--- config.mk ---
export PLATFORM = sky130hd
export DESIGN_NAME = field_scan_sel
export DESIGN_NICKNAME = d
export VERILOG_FILES = /design/src/rtl/field_scan_sel.sv
export SDC_FILE = /design/constraint.sdc
export NUM_CORES = 1
export LEC_CHECK = 0
export CELL_PAD_IN_SITES_DETAIL_PLACEMENT = 1
export CELL_PAD_IN_SITES_GLOBAL_PLACEMENT = 1
export CORE_ASPECT_RATIO = 1.2
export CORE_UTILIZATION = 37
export DETAILED_ROUTE_END_ITERATION = 10
export PLACE_DENSITY = 0.85
export SLEW_MARGIN = 20
export SYNTH_ARGS = -nofsm -noshare
export SYNTH_HDL_FRONTEND = slang
export SYNTH_SLANG_ARGS = --single-unit
export TNS_END_PERCENT = 10
--- constraint.sdc ---
create_clock -name clk -period 2.03 [get_ports clk]
set_input_delay 0.609 -clock clk [delete_from_list [all_inputs] [get_ports clk]]
set_output_delay 0.609 -clock clk [all_outputs]
set_load 0.02 [all_outputs]
--- src/rtl/field_scan_sel.sv ---
// Registered field selector: captures a DATA_W-bit vector and emits one field (direct) or all fields (scan)
// over a valid/ready handshake. Optional macro SKIP_ZERO_EN suppresses zero-valued fields during scan.
module field_scan_sel #(
   parameter  int DATA_W  = 16,
   parameter  int FIELD_W = 2,
   localparam int NFIELD  = DATA_W / FIELD_W,
   localparam int IDX_W   = $clog2(NFIELD)
) (
   input  logic               clk,
   input  logic               rst,
   input  logic               load_i,
   input  logic [DATA_W-1:0]  data_i,
   input  logic               start_i,
   input  logic               mode_i,
   input  logic [IDX_W-1:0]   sel_i,
   output logic               out_valid,
   input  logic               out_ready,
   output logic [FIELD_W-1:0] out_data,
   output logic [IDX_W-1:0]   out_idx,
   output logic               busy,
   output logic               done
);

   localparam logic [IDX_W-1:0] LAST_IDX = IDX_W'(NFIELD - 1);

   typedef enum logic [1:0] {S_IDLE, S_DIRECT, S_SCAN} state_e;

   state_e               state_q, state_d;
   logic [DATA_W-1:0]    vec_q, vec_d;
   logic [IDX_W-1:0]     ptr_q, ptr_d;
   logic                 out_valid_q, out_valid_d;
   logic [FIELD_W-1:0]   out_data_q, out_data_d;
   logic [IDX_W-1:0]     out_idx_q, out_idx_d;
   logic                 done_q, done_d;

   logic                 xfer;
   logic                 scan_step;
   logic [DATA_W-1:0]    cap_vec;
   logic [IDX_W-1:0]     start_idx;
   logic [IDX_W-1:0]     ptr_nxt;

   function automatic logic [FIELD_W-1:0] field_of(input logic [DATA_W-1:0] v,
                                                   input logic [IDX_W-1:0]  i);
      logic [DATA_W-1:0] sh;
      sh = v >> (int'(i) * FIELD_W);
      return sh[FIELD_W-1:0];
   endfunction

   // Whether a scanned field is presented to the consumer or silently stepped over.
   function automatic logic emit_field(input logic [FIELD_W-1:0] f);
`ifdef SKIP_ZERO_EN
      return (f != '0);
`else
      return (f == f);
`endif
   endfunction

   assign xfer    = out_valid_q && out_ready;
   assign cap_vec = load_i ? data_i : vec_q;
   assign ptr_nxt = ptr_q + IDX_W'(1);
   assign start_idx = mode_i ? '0 : sel_i;

   // A skipped field holds no valid data, so the pointer moves on without waiting for a transfer.
`ifdef SKIP_ZERO_EN
   assign scan_step = xfer || !out_valid_q;
`else
   assign scan_step = xfer;
`endif

   // NOTE: sequential state uses non-blocking assignments so every flop samples pre-edge values.
   always_ff @(posedge clk or posedge rst) begin
      if (rst) begin
         state_q     <= S_IDLE;
         vec_q       <= '0;
         ptr_q       <= '0;
         out_valid_q <= 1'b0;
         out_data_q  <= '0;
         out_idx_q   <= '0;
         done_q      <= 1'b0;
      end else begin
         state_q     <= state_d;
         vec_q       <= vec_d;
         ptr_q       <= ptr_d;
         out_valid_q <= out_valid_d;
         out_data_q  <= out_data_d;
         out_idx_q   <= out_idx_d;
         done_q      <= done_d;
      end
   end

   always_comb begin
      state_d = state_q;
      unique case (state_q)
         S_IDLE:   if (start_i) state_d = mode_i ? S_SCAN : S_DIRECT;
         S_DIRECT: if (xfer) state_d = S_IDLE;
         S_SCAN:   if (scan_step && (ptr_q == LAST_IDX)) state_d = S_IDLE;
         default:  state_d = S_IDLE;
      endcase
   end

   // NOTE: every signal gets a default before the case so no path leaves it unassigned (no latches).
   always_comb begin
      vec_d       = vec_q;
      ptr_d       = ptr_q;
      out_valid_d = out_valid_q;
      out_data_d  = out_data_q;
      out_idx_d   = out_idx_q;
      done_d      = 1'b0;
      unique case (state_q)
         S_IDLE: begin
            if (load_i) vec_d = data_i;
            if (start_i) begin
               ptr_d       = '0;
               out_idx_d   = start_idx;
               out_data_d  = field_of(cap_vec, start_idx);
               out_valid_d = mode_i ? emit_field(field_of(cap_vec, '0)) : 1'b1;
            end
         end
         S_DIRECT: begin
            if (xfer) begin
               out_valid_d = 1'b0;
               done_d      = 1'b1;
            end
         end
         S_SCAN: begin
            if (scan_step) begin
               if (ptr_q == LAST_IDX) begin
                  out_valid_d = 1'b0;
                  done_d      = 1'b1;
               end else begin
                  ptr_d       = ptr_nxt;
                  out_idx_d   = ptr_nxt;
                  out_data_d  = field_of(vec_q, ptr_nxt);
                  out_valid_d = emit_field(field_of(vec_q, ptr_nxt));
               end
            end
         end
         default: begin
            out_valid_d = 1'b0;
         end
      endcase
   end

   always_comb begin
      busy      = (state_q != S_IDLE);
      out_valid = out_valid_q;
      out_data  = out_data_q;
      out_idx   = out_idx_q;
      done      = done_q;
   end

endmodule
==> run_results.csv <==
group,metric,value,unit
worst_setup_path,reg2reg_from,"state_q[0]",
final_layout,antenna_cells,0,
pwr,peakVddDrop,0.4590,mV
floorplan,die_h,76.59,um
synthesis,synth.distinct_cells,36,
timing,max_slew_margin,74.94,%
place,place_area,0.002301,sq mm
synthesis,netlist_instances,145,
final_layout,design_area,0.002464,sq mm
floorplan,rows,26,
global_routing,antenna_found_initial,0,
detailed_routing,num_vias,1505,
place,io_buffer_count,32,
detailed_routing,vias_per_cell,5.637,
global_routing,grt_pass1_vias,1692,
synthesis,yosysSeqAreaShare,40.85,%
pwr,seqPwrFrac,34.2,%
worst_hold_path,hp-class,"register to register",
floorplan,start_util,39.35,%
worst_setup_path,regToRegEndpoint,"out_idx[1]",
timing,setup_violations,0,
timing,worst_pin_slew,0.3759,ns
clock_tree,clk_pin_slew,0.10,ns
timing,whs,0.5211,ns
worst_setup_path,worstPathCellList,"inv_1 > ha_1 > inv_1 > buf_4 > nor2_2 > o22ai_2 > buf_4 > a221o_2",
timing,fmax,507.5,MHz
final_layout,final_cell_mix,"33 x buf_4, 28 x dfrtp_1, 27 x clkdlybuf4s50_1, 22 x mux2_2, 13 x mux2i_1",
pwr,comb_power_share,53.6,%
timing,clock_skew,0.008542,ns
pwr,p_per_area,1199,mW/mm^2
final_layout,syn_to_final_growth,43.62,%
clock_tree,clk_path_buf_depth,2,
place,dp_hpwl,3902,um
global_routing,grt_overflow,0,
worst_setup_path,crit_family,"buffers and inverters",
detailed_routing,drt_iter0_markers,39,
global_routing,grt_first_pass_wirelength,8645,um
final_layout,seq_area,700.7,sq um
clock_tree,clkLatencyLatePin,0.29,ns
clock_tree,htree_levels,1,
clock_tree,clock_sinks,28,
synthesis,syn_avg_cell_area,11.83,sq um
worst_setup_path,worstPathArrival,2.14,ns
detailed_routing,first_pass_iters,4,
worst_setup_path,reg2reg_slack,0.06,ns
worst_setup_path,slowest_delay,0.42,ns
final_layout,multiInputGateArea,998.5,sq um
worst_setup_path,crit_path_top_delay_cell,"dfrtp_1",
timing,hold_violations,0,
worst_setup_path,cp_num_buf_inv,4,
pwr,p_sw_share,37.95,%
synthesis,ys_warn_count,0,
detailed_routing,wirelength,5470,um
floorplan,die-area,0.004914,sq mm
floorplan,die_w,64.16,um
floorplan,coreArea,0.004359,sq mm
timing,final-max-slew-violation-count,0,
worst_setup_path,crit_fanout,9,
pwr,internal_power,1.833,mW
clock_tree,hold_buffers,0,
final_layout,drive_above_1_share,38.86,%
pwr,power.switching,1.121,mW
global_routing,grtUsageTotal,23.46,%
worst_setup_path,endpoint_kind,"register",
synthesis,synthesis.nets,175,
detailed_routing,antenna_left,0,
detailed_routing,drt-wirelength-per-cell,20.49,um
final_layout,nNetsFinal,242,
timing,finalCriticalPeriod,1.970,ns
status,status,"finished clean",
worst_setup_path,r2r_cells,8,
final_layout,fillCellCount,487,
pwr,leakage,1.098,nW
worst_setup_path,endpoint,"out_idx[1]",
place,gp_congestion,0.8299,
global_routing,grt_max_degree,29,
pwr,p_clk_share,12.2,%
synthesis,syn_area,0.001715,sq mm
detailed_routing,drc,0,
synthesis,yosys_register_bits,28,
worst_setup_path,crit_path_start,"state_q[0]",
worst_setup_path,start_kind,"register",
worst_setup_path,crit_required,2.20,ns
clock_tree,clockRootBuffer,"clkbuf_8",
timing,period_share,97.07,%
flow_run,maxCapViolations,0,
clock_tree,cts_tree,"built",
clock_tree,cts_buffers,3,
worst_setup_path,path_depth,8,
final_layout,final_common_cell,"buf_4",
timing,fin_tns_setup,0,ns
floorplan,boundaryPins,33,
worst_setup_path,crit_type,"register to register",
[worst min-delay path by stage]
stage | depth (start not counted) | startpoint | end | slack [ns]
final | 1 | out_idx[2] | out_idx[2] | 0.52
after floorplan | 2 | ptr_q[2] | ptr_q[2] | 0.46
after detailed placement | 2 | ptr_q[2] | ptr_q[2] | 0.50
after CTS | 1 | out_idx[2] | out_idx[2] | 0.53
after global routing | 1 | out_idx[2] | out_idx[2] | 0.56
after global placement | 2 | ptr_q[2] | ptr_q[2] | 0.47
[kinds of logic after synthesis]
logic type	synth area share (%)
fa+ha+maj	3.647
buf+inv	3.209
simple gates	8.679
flops	40.85
mux	30.78
compound gates	12.84
[stage by stage]
step | setup slack [ns] | std cells | util (%) | power, mW
after floorplan | 0.02805 | 145 | - | 1.874
after global placement | -0.2448 | 256 | 52.78 | 2.355
after detailed placement | -0.3798 | 256 | 52.78 | 2.481
after CTS | -0.03018 | 260 | 54.48 | 2.879
after global routing | -0.04932 | 267 | 56.52 | 3.143
final | 0.05954 | 267 | 56.52 | 2.954
[metal layers]
metal | routed length, um | part of all wire [%] | GRT usage, %
met5 | 0 | 0 | 0
met2 | 2986 | 55 | 44.04
met3 | 154 | 2.8 | 3.293
met4 | 227 | 4.1 | 9.111
met1 | 2102 | 38 | 25.98
[repair_timing]
action	4_1_cts	5_1_grt
setup endpoints to repair	5	6
gates resized for setup	6	16
pin swaps	0	6
setup buffers	0	7
[flip-flops by register name (all words and copies together) (netlist names)]
name       flops
out_data       2
out_idx        3
vec_q         16
state_q        2
ptr_q          3
out_valid      1
done           1
[Yosys cell counts]
cell type / instances / area, sq um
nand2_1: 12 / 45.04
mux2i_1: 13 / 130.1
buf_4: 2 / 15.01
a21oi_1: 5 / 25.02
clkbuf_1: 1 / 3.750
o21ai_0: 3 / 15.01
mux2_2: 22 / 247.7
a22o_2: 1 / 10.01
a31oi_1: 2 / 12.51
mux4_1: 4 / 105.1
a22o_1: 2 / 17.52
o22ai_1: 2 / 12.51
a311oi_1: 1 / 8.760
a211oi_1: 2 / 15.01
a221o_1: 1 / 10.01
a221oi_1: 2 / 17.52
buf_2: 2 / 10.01
buf_6: 1 / 11.26
nor3b_1: 2 / 15.01
nand2b_1: 5 / 31.28
inv_1: 4 / 15.01
o311ai_0: 1 / 8.760
o31ai_1: 1 / 7.510
a31o_2: 1 / 8.760
nand3_1: 1 / 5.000
a22oi_1: 1 / 7.510
o211ai_1: 2 / 15.01
nor2_1: 5 / 18.77
nor2b_1: 1 / 6.260
mux4_2: 2 / 45.04
a221o_2: 1 / 11.26
dfrtp_1: 28 / 700.7
nor3_1: 3 / 15.01
or2_2: 2 / 12.51
ha_1: 5 / 62.56
a32oi_1: 2 / 17.52
[cell type report]
cell class,count,share of cell area (%)
multi-input cells,107,40.53
flip-flops and latches,28,28.44
repair buffers,68,25.34
well taps,56,2.844
clock buffers,4,2.235
inverters,4,0.6094
[power groups by stage]
stage                     registers (mW)  clock network (mW)  logic, mW
after floorplan                     1.01                   0      0.868
after global placement             0.976                   0       1.38
after detailed placement            1.01                   0       1.47
after CTS                           1.00               0.368       1.51
after global routing                1.05               0.394       1.70
final                               1.01               0.361       1.58
No activity file was read; power rests on OpenSTA's default activity.
